`src/rtl/seqdiv_if.sv`:
```
// seqdiv_if: load/out_valid handshake bundle for the sequential divider.
//   load, in_dividend, in_divisor       : requester -> divider
//   out_quot, out_rem, out_valid,
//   out_busy, out_div0                  : divider -> requester
// The master modport is the requester side (datapath controller).
// The slave modport is the divider side.
interface seqdiv_if #(
  parameter int WIDTH = 8
);
  logic             load;
  logic [WIDTH-1:0] in_dividend;
  logic [WIDTH-1:0] in_divisor;
  logic [WIDTH-1:0] out_quot;
  logic [WIDTH-1:0] out_rem;
  logic             out_valid;
  logic             out_busy;
  logic             out_div0;

  modport master (
    output load, in_dividend, in_divisor,
    input  out_quot, out_rem, out_valid, out_busy, out_div0
  );

  modport slave (
    input  load, in_dividend, in_divisor,
    output out_quot, out_rem, out_valid, out_busy, out_div0
  );
endinterface

```
`src/rtl/seqdiv.sv`:
```
// seqdiv: sequential restoring divider, unsigned WIDTH-bit dividend/divisor.
// Produces one quotient bit per clock, so a result is ready WIDTH cycles
// after the load is accepted. A zero divisor is flagged after one cycle.
// Ports:
//   clk    : clock, rising edge
//   reset  : asynchronous, active-high; clears all state and outputs
//   bus    : seqdiv_if slave
//            (load, in_dividend, in_divisor ->
//             out_quot, out_rem, out_valid, out_busy, out_div0)
// A load is accepted in IDLE or DONE and ignored while busy (CALC).
module seqdiv #(
  parameter int WIDTH = 8
) (
  input  logic     clk,
  input  logic     reset,
  seqdiv_if.slave  bus
);

  localparam int CW = $clog2(WIDTH + 1);

  typedef enum logic [1:0] {
    IDLE = 2'd0,
    CALC = 2'd1,
    DONE = 2'd2
  } state_t;

  state_t state, state_nxt;

  // The remainder is stored in WIDTH bits because it is always below the
  // divisor after a step. The shifted working value needs WIDTH+1 bits so
  // that the compare against the divisor never overflows.
  logic [WIDTH-1:0] rem_r;
  logic [WIDTH-1:0] quot_r;
  logic [WIDTH-1:0] div_r;
  logic [CW-1:0]    cnt_r;

  logic [WIDTH-1:0] quot_o;
  logic [WIDTH-1:0] rem_o;
  logic             valid_o;
  logic             busy_o;
  logic             div0_o;

  logic             accept;
  logic             div_zero;
  logic             last_step;
  logic             ge;
  logic [WIDTH:0]   rem_shift;
  logic [WIDTH-1:0] rem_step;
  logic [WIDTH-1:0] quot_step;

  // One restoring step: shift {R,Q} left, trial-subtract the divisor.
  always_comb begin
    accept    = (state != CALC) && bus.load;
    div_zero  = (bus.in_divisor == '0);
    last_step = (state == CALC) && (cnt_r == CW'(1));
    rem_shift = {rem_r, quot_r[WIDTH-1]};
    ge        = (rem_shift >= {1'b0, div_r});
    rem_step  = ge ? WIDTH'(rem_shift - {1'b0, div_r}) : rem_shift[WIDTH-1:0];
    quot_step = {quot_r[WIDTH-2:0], ge};
  end

  always_ff @(posedge clk or posedge reset) begin
    if (reset) state <= IDLE;
    else       state <= state_nxt;
  end

  always_comb begin
    state_nxt = state;
    case (state)
      IDLE, DONE: begin
        if (bus.load) state_nxt = div_zero ? DONE : CALC;
      end
      CALC: begin
        if (last_step) state_nxt = DONE;
      end
      default: state_nxt = IDLE;
    endcase
  end

  always_ff @(posedge clk or posedge reset) begin
    if (reset) begin
      rem_r   <= '0;
      quot_r  <= '0;
      div_r   <= '0;
      cnt_r   <= '0;
      quot_o  <= '0;
      rem_o   <= '0;
      valid_o <= 1'b0;
      busy_o  <= 1'b0;
      div0_o  <= 1'b0;
    end else if (accept) begin
      if (div_zero) begin
        // Divide by zero bypasses CALC: all-ones quotient, dividend as remainder.
        quot_o  <= '1;
        rem_o   <= bus.in_dividend;
        div0_o  <= 1'b1;
        valid_o <= 1'b1;
        busy_o  <= 1'b0;
      end else begin
        div_r   <= bus.in_divisor;
        quot_r  <= bus.in_dividend;
        rem_r   <= '0;
        cnt_r   <= CW'(WIDTH);
        valid_o <= 1'b0;
        div0_o  <= 1'b0;
        busy_o  <= 1'b1;
      end
    end else if (state == CALC) begin
      rem_r  <= rem_step;
      quot_r <= quot_step;
      cnt_r  <= cnt_r - CW'(1);
      if (last_step) begin
        quot_o  <= quot_step;
        rem_o   <= rem_step;
        valid_o <= 1'b1;
        busy_o  <= 1'b0;
      end
    end
  end

  assign bus.out_quot  = quot_o;
  assign bus.out_rem   = rem_o;
  assign bus.out_valid = valid_o;
  assign bus.out_busy  = busy_o;
  assign bus.out_div0  = div0_o;

endmodule
```
`src/flat_wrapper.sv`:
```
// flat-port wrapper written by rule: the top's interface ports become plain ports
module seqdiv_flat 
#(
  parameter int WIDTH = 8
)
  (clk, reset, bus_load, bus_in_dividend, bus_in_divisor, bus_out_quot, bus_out_rem, bus_out_valid, bus_out_busy, bus_out_div0);
  seqdiv_if #(.WIDTH(WIDTH)) bus_i ();
  input  logic clk;
  input  logic reset;
  input wire logic [$bits(bus_i.load)-1:0] bus_load;
  input wire logic [$bits(bus_i.in_dividend)-1:0] bus_in_dividend;
  input wire logic [$bits(bus_i.in_divisor)-1:0] bus_in_divisor;
  output wire logic [$bits(bus_i.out_quot)-1:0] bus_out_quot;
  output wire logic [$bits(bus_i.out_rem)-1:0] bus_out_rem;
  output wire logic [$bits(bus_i.out_valid)-1:0] bus_out_valid;
  output wire logic [$bits(bus_i.out_busy)-1:0] bus_out_busy;
  output wire logic [$bits(bus_i.out_div0)-1:0] bus_out_div0;
  assign bus_i.load = bus_load;
  assign bus_i.in_dividend = bus_in_dividend;
  assign bus_i.in_divisor = bus_in_divisor;
  assign bus_out_quot = bus_i.out_quot;
  assign bus_out_rem = bus_i.out_rem;
  assign bus_out_valid = bus_i.out_valid;
  assign bus_out_busy = bus_i.out_busy;
  assign bus_out_div0 = bus_i.out_div0;
  seqdiv #(.WIDTH(WIDTH)) u_core (.clk(clk), .reset(reset), .bus(bus_i));
endmodule
```
`config.mk`:
```
export PLATFORM = sky130hd
export DESIGN_NAME = seqdiv_flat
export DESIGN_NICKNAME = d
export VERILOG_FILES = /design/src/rtl/seqdiv_if.sv /design/src/rtl/seqdiv.sv /design/src/flat_wrapper.sv
export SDC_FILE = /design/constraint.sdc
export NUM_CORES = 1
export LEC_CHECK = 0
export BUFFER_PORTS_ARGS = -buffer_cell sky130_fd_sc_hd__buf_2
export CAP_MARGIN = 25
export CORE_MARGIN = 2
export CORE_UTILIZATION = 39
export CTS_CLUSTER_SIZE = 28
export DETAILED_ROUTE_END_ITERATION = 16
export HOLD_SLACK_MARGIN = 0.03
export PLACE_DENSITY = 0.67
export SKIP_CTS_REPAIR_TIMING = 1
export SLEW_MARGIN = 20
export SYNTH_ARGS = -nofsm -noshare
export SYNTH_HDL_FRONTEND = slang
export SYNTH_SLANG_ARGS = --single-unit
```
`constraint.sdc`:
```
create_clock -name clk -period 2.2 [get_ports clk]
set_input_delay 0.44 -clock clk [delete_from_list [all_inputs] [get_ports clk]]
set_output_delay 0.44 -clock clk [all_outputs]
set_load 0.005 [all_outputs]
```
Word-level counts from Yosys, hierarchy flattened
Cells that the tools add are included.

Flip-flop bits (word level): 49.

Add/subtract/negate cells: 2. $lt $le $gt $ge: 1. Equal/unequal tests: 8. Muxes and demuxes: 30. Bitwise logic cells: 1. Reduce and logical (&&, ||, !) cells: 12.

Operator list (number): $mux 8 (15); $mux 4 (3); $ge 9x8->1 (1); $logic_not 8->1 (1); $mux 1 (8); $reduce_and 2->1 (4); $sub 8x8->8 (1); $mux 2 (3); $ne 2x2->1 const B (3); $eq 4x1->1 const B (1); $ne 2x1->1 const B (2); $pmux 2 s2 (1); $reduce_bool 2->1 (2); $sub 4x1->4 const B (1); $reduce_and 3->1 (1); $eq 2x1->1 const B (1); $eq 2x2->1 const B (1); $logic_and 1x1->1 (2); $logic_not 2->1 (1); $reduce_or 2->1 (1); $not 1->1 (1).

Logic depth before layout (Yosys ltp)
Gate-level depths: netlist of the first run.

Depth after elaboration: 5. Gate-level depth with buffers: 9.

Least setup slack after synthesis of the first run
Ideal clock, no wire load.

Path type: reg2reg. Start: register u_core.div_r[0]. End: register u_core.rem_o[6], in the netlist u_core.bus.out_rem[6]. Library setup time: 134 ps. Data arrival time: 1852 ps. Data required time: 2066 ps. Slack: 214 ps. Cell stages (with the launch flop): 9. Period minus slack after synthesis: 1986 ps. Cell sequence: dfrtp_1 -> ha_1 -> fa_1 -> nand2b_1 -> a21oi_1 -> mux2i_1 -> o2111ai_1 -> mux2i_1 -> a21oi_1.

Cells in the longest elaborated chain, start to end: 5. Elaborated cells between the ends (all ways): 6. Classes of those cells: add/sub: 1; order compare: 1; mux: 4.

RTL lines: start: declaration (line seqdiv.sv:34) `logic [WIDTH-1:0] div_r;`; start signal: assignment (line seqdiv.sv:100) `div_r <= bus.in_divisor;`; $sub 8x8->8 or $ge 9x8->1 (tied branches) (line seqdiv.sv:58, seqdiv.sv:57); $mux 8 * (line seqdiv.sv:58) `rem_step = ge ? WIDTH'(rem_shift - {1'b0, div_r}) : rem_shift[WIDTH-1:0];`; $mux 8 * (line seqdiv.sv:112) `if (last_step) begin`; $mux 8 * (line seqdiv.sv:108) `end else if (state == CALC) begin`; $mux 8 * (line seqdiv.sv:91) `end else if (accept) begin`; end signal: assignment (line seqdiv.sv:95) `rem_o <= bus.in_dividend;`; end signal: assignment (line seqdiv.sv:114) `rem_o <= rem_step;`; end: declaration (line seqdiv.sv:38) `logic [WIDTH-1:0] rem_o;`.

Mark *: on every way between the ends. The rest lies on a longest branch, timed or not. The select of a mux whose other input is x is not followed. A chain may end at the register's enable or synchronous reset.

Worst setup path after layout of the first run
Ends and elaborated chain as after synthesis.

==> flow_summary.json, run 1 <==
{
  "p_total_w": 0.00465,
  "drt-pass1-iter-count": 4,
  "seq_area_frac_synth_pct": 48.0,
  "rows": 29,
  "synthArstFlopShare_pct": 100,
  "cts_made_buffers": 5,
  "htree_levels": 2,
  "hold_class": "in2async",
  "synth-edff-count": 0,
  "clk_path_buf_depth": 2,
  "path_max_fanout": 2,
  "core-area_um2": 6350,
  "drc": 0,
  "critPathKind": "reg2reg",
  "required_ns": 2.37,
  "vias": 1964,
  "via_per_inst": 5.34,
  "final_cell_mix": "49 x dfrtp_1, 37 x buf_2, 26 x nand2_1",
  "synth_fp_nets": 279,
  "chipWidth_um": 84.9,
  "critPathSlowestCell": "dfrtp_1",
  "finalWirelength_um": 5430,
  "dp.cells": 362,
  "synth_top_flop_cell": "dfrtp_1",
  "peakVddDrop_mv": 0.757,
  "rr_startpoint": "u_core.div_r[0]",
  "rr_worst_depth": 8,
  "cts_tree": "yes",
  "die-area_um2": 7210,
  "clock_latency_ns": 0.30,
  "leakagePower_nw": 1.40,
  "final_cell_count_no_fill": 368,
  "clock_skew_ns": 0.00461,
  "holdWs_ns": 0.293,
  "final_antenna_net_count": 0,
  "antenna_found_initial": 0,
  "ys_ff_latch": 49,
  "die_h_um": 84.9,
  "worst_pin_slew_ns": 0.620,
  "crit_path_cell_trace": "ha_1 > fa_2 > nand2b_4 > a21oi_2 > mux2i_1 > o2111ai_1 > mux2i_1 > a21oi_1",
  "grt_pass1_wl_um": 9520,
  "finalCritPeriodShare_pct": 96.6,
  "power.density_nw_per_um2": 1580,
  "end_kind": "flip-flop",
  "start_util_pct": 40.2,
  "setup_ws_ns": 0.0741,
  "synth_cell_types": 49,
  "grt_max_degree": 50,
  "wl_per_cell_um": 14.8,
  "stdcell_area_um2": 2950,
  "dp.final_hpwl_um": 4130,
  "critPathMostFrequentCell": "mux2i_1",
  "grt_setup_unrepaired": "yes",
  "setup_viol": 0,
  "grt_pass1_vias": 1989,
  "grt_util_all_layers_pct": 16.3,
  "yosys_warnings": 0,
  "final_common_cell": "dfrtp_1",
  "layout-drive-gt1-share_pct": 28.9,
  "r2r_end": "u_core.bus.out_rem[6]",
  "max_stage_delay_ns": 0.40,
  "place_congestion": 0.844,
  "cap_violations": 0,
  "numPortBuffers": 37,
  "critical_path.startpoint_type": "flip-flop",
  "report.final.slew_viol_count": 0,
  "reg2reg_slack_ns": 0.07,
  "critPathArrivalTime_ns": 2.29,
  "slew_headroom_pct": 58.7,
  "drtIter0Drc": 108,
  "dpl-instance-area_um2": 2850,
  "synthCells": 249,
  "clock_sinks": 49,
  "finalHoldViolCount": 0,
  "layout_min_cycle_time_ns": 2.13,
  "root_buffer": "clkbuf_8",
  "area_growth_pct": 15.5,
  "syn_area_per_cell_um2": 10.3,
  "dp_slack_ns": -0.00743,
  "fin_nets": 322,
  "fmax_mhz": 470,
  "synth_area_um2": 2550,
  "overflow": 0,
  "status": "complete, no violations",
  "ios": 38,
  "path_clk_slew_ns": 0.08,
  "n_antenna_cell": 0
}
cell usage after synthesis, types with 2 or more instances:
| cell | instances | area, um^2 |
|---|---|---|
| a21oi_2 | 3 | 26.3 |
| nor2_1 | 10 | 37.5 |
| o21ai_0 | 10 | 50.1 |
| nand3_1 | 4 | 20.0 |
| nand2_1 | 27 | 101 |
| inv_1 | 16 | 60.1 |
| o21ai_1 | 17 | 85.1 |
| mux2i_1 | 14 | 140 |
| a32o_1 | 2 | 20.0 |
| buf_2 | 4 | 20.0 |
| and3_1 | 6 | 37.5 |
| mux2_4 | 2 | 30.0 |
| ha_1 | 10 | 125 |
| o22a_1 | 7 | 61.3 |
| o21ai_2 | 3 | 26.3 |
| nand2b_1 | 3 | 18.8 |
| dfrtp_1 | 49 | 1230 |
| nand3_2 | 2 | 20.0 |
| buf_1 | 2 | 7.51 |
| nor2_2 | 3 | 18.8 |
| a21oi_1 | 14 | 70.1 |
| nand3b_1 | 2 | 15.0 |
| or3_1 | 5 | 31.3 |
| clkbuf_1 | 2 | 7.51 |
| mux2_2 | 6 | 67.6 |
| xnor2_1 | 2 | 17.5 |
| nor4_2 | 2 | 25.0 |
state kept, by name (all words and copies together), names as in the netlist:
signal,cells
u_core.bus.out_div0,1
u_core.rem_r,8
u_core.bus.out_quot,8
u_core.bus.out_rem,8
u_core.cnt_r,4
u_core.quot_r,8
u_core.div_r,8
u_core.bus.out_valid,1
u_core.bus.out_busy,1
u_core.state,2
power breakdown:
part / leakage [nW] / switching, W / internal, W
registers: 0.594 / 0.000272 / 0.00134
logic: 0.768 / 0.00134 / 0.00122
clock network: 0.0399 / 0.000278 / 0.000210
total: 1.40 / 0.00189 / 0.00276
worst max-delay path, delay by kind of cell, from the launching register on:
family	cells	cell delay (ns)
simple gates	1	0.16
compound gates	3	0.40
mux	2	0.43
fa+ha+maj	2	0.62
flops	1	0.40
logic make-up (layout without fill, tap and decap cells):
family          count (synthesis)  count (layout)  synth area share (%)
flops                          49              49                  48.0
compound gates                 67              67                  17.0
xor+xnor                        3               3                  1.03
fa+ha+maj                      11              11                  5.68
buf+inv                        25              67                  4.16
simple gates                   72              72                  14.8
mux                            22              22                  9.31
layer usage:
| metal | GRT usage (%) | part of all wire [%] |
|---|---|---|
| met1 | 23.7 | 49 |
| met2 | 24.6 | 45 |
| met3 | 4.28 | 4.4 |
| met4 | 3.61 | 1.0 |
| met5 | 0 | 0 |
how the worst max path moves through the flow:
stage,startpoint,endpoint,slack (ns),cells after the start
floorplan,u_core.div_r[0],u_core.bus.out_rem[6],0.21,8
global placement,u_core.div_r[0],u_core.bus.out_rem[6],0.1,8
detailed placement,u_core.div_r[0],u_core.bus.out_rem[6],-0.007,8
CTS,u_core.div_r[0],u_core.bus.out_rem[6],-0.04,8
global route,u_core.quot_r[7],u_core.bus.out_rem[6],-0.05,9
finish,u_core.div_r[0],u_core.bus.out_rem[6],0.07,8
area by class of cell:
class	count	area (um^2)
clock buffer	5	68.8
multi-input combinational	175	1250
tap	77	96.3
fill	609	3400
timing repair buffer	45	245
inverter	16	60.1
sequential	49	1230
clock inverter	1	5.00
through the flow:
stage / utilization (%) / TNS, ns
final: 46.4 / 0
after global placement: 44.9 / 0
after global routing: 46.4 / -0.0637
after detailed placement: 44.9 / -0.00743
after floorplan: - / 0
after CTS: 46.0 / -0.0451
Power figures use the tool's default switching activity.
==> inputs of run 2 (changes only) <==
--- a/config.mk
+++ b/config.mk
@@ -5,8 +5,8 @@
 export SDC_FILE = /design/constraint.sdc
 export NUM_CORES = 1
 export LEC_CHECK = 0
-export BUFFER_PORTS_ARGS = -buffer_cell sky130_fd_sc_hd__buf_2
-export CAP_MARGIN = 25
+export BUFFER_PORTS_ARGS = -buffer_cell sky130_fd_sc_hd__clkbuf_2
+export CAP_MARGIN = 5
 export CORE_MARGIN = 2
 export CORE_UTILIZATION = 39
 export CTS_CLUSTER_SIZE = 28
==> run 2 against run 1 <==
Combinational power about the same. Hold slack got worse by 0.033 ns. Core utilization increased by 0.35 points. Largest power group unchanged. Sequential power about the same. Clock skew about the same. Global-route usage about the same. Non-clock buffer count increased by 1. Flip-flop and latch count unchanged. Power increased by 1.5%. Worst setup slack improved by 0.038 ns. Register-to-register slack improved by 0.04 ns. Cell area increased by 0.76%.
==> flow_summary.json, run 2 (same netlist as run 1, synthesis figures left out) <==
{
  "end_kind": "flip-flop",
  "die-area_um2": 7210,
  "holdWs_ns": 0.261,
  "rr_worst_depth": 8,
  "critical_path.startpoint_type": "flip-flop",
  "core-area_um2": 6350,
  "htree_levels": 2,
  "rows": 29,
  "rr_startpoint": "u_core.div_r[0]",
  "drt-pass1-iter-count": 4,
  "setup_tns_ns": 0,
  "grt_use_met1_pct": 23.4,
  "ios": 38,
  "setup_ws_ns": 0.112,
  "grt-busiest-layer": "met2",
  "die_h_um": 84.9,
  "n_antenna_cell": 0,
  "via_per_inst": 5.36,
  "grt_pass1_wl_um": 9450,
  "p_total_w": 0.00472,
  "numPortBuffers": 37,
  "final_common_cell": "dfrtp_1",
  "dp_slack_ns": 0.0440,
  "path_max_fanout": 2,
  "required_ns": 2.38,
  "overflow": 0,
  "critPathKind": "reg2reg",
  "slew_headroom_pct": 59.0,
  "worst_pin_slew_ns": 0.615,
  "hold_class": "in2async",
  "met3_usage_pct": 4.57,
  "finalWirelength_um": 5550,
  "met2_usage_pct": 25.0,
  "clock_skew_ns": 0.00431,
  "path_clk_slew_ns": 0.09,
  "finalHoldViolCount": 0,
  "antenna_found_initial": 0,
  "final_cell_mix": "49 x dfrtp_1, 37 x clkbuf_2, 26 x nand2_1",
  "cts_tree": "yes",
  "critPathArrivalTime_ns": 2.27,
  "wl_per_cell_um": 15.0,
  "grt_util_all_layers_pct": 16.4,
  "setup_viol": 0,
  "final_antenna_net_count": 0,
  "peakVddDrop_mv": 0.770,
  "startpoint": "u_core.div_r[0]",
  "start_util_pct": 40.2,
  "finalCritPeriodShare_pct": 94.9,
  "layout_min_cycle_time_ns": 2.09,
  "chipWidth_um": 84.9,
  "root_buffer": "clkbuf_8",
  "power.density_nw_per_um2": 1590,
  "drc": 0,
  "cap_violations": 0,
  "grt_max_degree": 50,
  "vias": 1989,
  "fin_nets": 323,
  "report.final.slew_viol_count": 0,
  "drtIter0Drc": 75,
  "fmax_mhz": 479,
  "clock_latency_ns": 0.31,
  "place_congestion": 0.810,
  "post-route-util_pct": 46.8,
  "cts_made_buffers": 5,
  "grt_pass1_vias": 1946,
  "clock_sinks": 49,
  "clk_path_buf_depth": 2,
  "status": "complete, no violations",
  "area_growth_pct": 16.4,
  "layout-drive-gt1-share_pct": 28.9,
  "leakagePower_nw": 1.42,
  "dp.final_hpwl_um": 4140
}
[run 2: per-stage QoR]
stage / area [um^2] / cells
floorplan: 2550 / 249
global placement: 2850 / 362
detailed placement: 2850 / 362
CTS: 2930 / 370
global route: 2970 / 371
finish: 2970 / 371
[run 2: metal layers]
| layer | vias up | wire length, um | share of wire, % |
|---|---|---|---|
| met4 | 0 | 56 | 1.0 |
| met5 | - | 0 | 0 |
| met1 | 980 | 2790 | 50 |
| met2 | 38 | 2510 | 45 |
| li1 | 966 | - | - |
| met3 | 5 | 194 | 3.5 |
[run 2: final timing paths]
path                                         end  slack (ns)
max in group asynchronous  u_core.bus.out_rem[4]        1.52
min reg2reg                 u_core.bus.out_valid        0.49
min                              u_core.cnt_r[0]        0.26
max                        u_core.bus.out_rem[6]        0.11
min in group clk           u_core.bus.out_rem[1]        0.37
max reg2reg                u_core.bus.out_rem[6]        0.11
[run 2: power breakdown]
group	internal, W	leakage (nW)	switching, W
sequential	0.00133	0.594	0.000281
clock	0.000221	0.0450	0.000305
combinational	0.00123	0.783	0.00135
total	0.00279	1.42	0.00193
[run 2: worst max-delay path, stage by stage, from the launching register on]
cell       delay [ns]
dfrtp_1          0.39
ha_1             0.22
fa_2             0.36
nand2b_4         0.16
a21oi_2          0.18
mux2i_1          0.21
o2111ai_1        0.14
mux2i_1          0.21
a21oi_1          0.09
[run 2: final cells by class]
type,count,area [um^2]
Multi-Input combinational cell,175,1250
Inverter,16,60.1
Timing Repair Buffer,46,253
Clock buffer,6,72.6
Fill cell,587,3380
Sequential cell,49,1230
Clock inverter,2,10.0
Tap cell,77,96.3
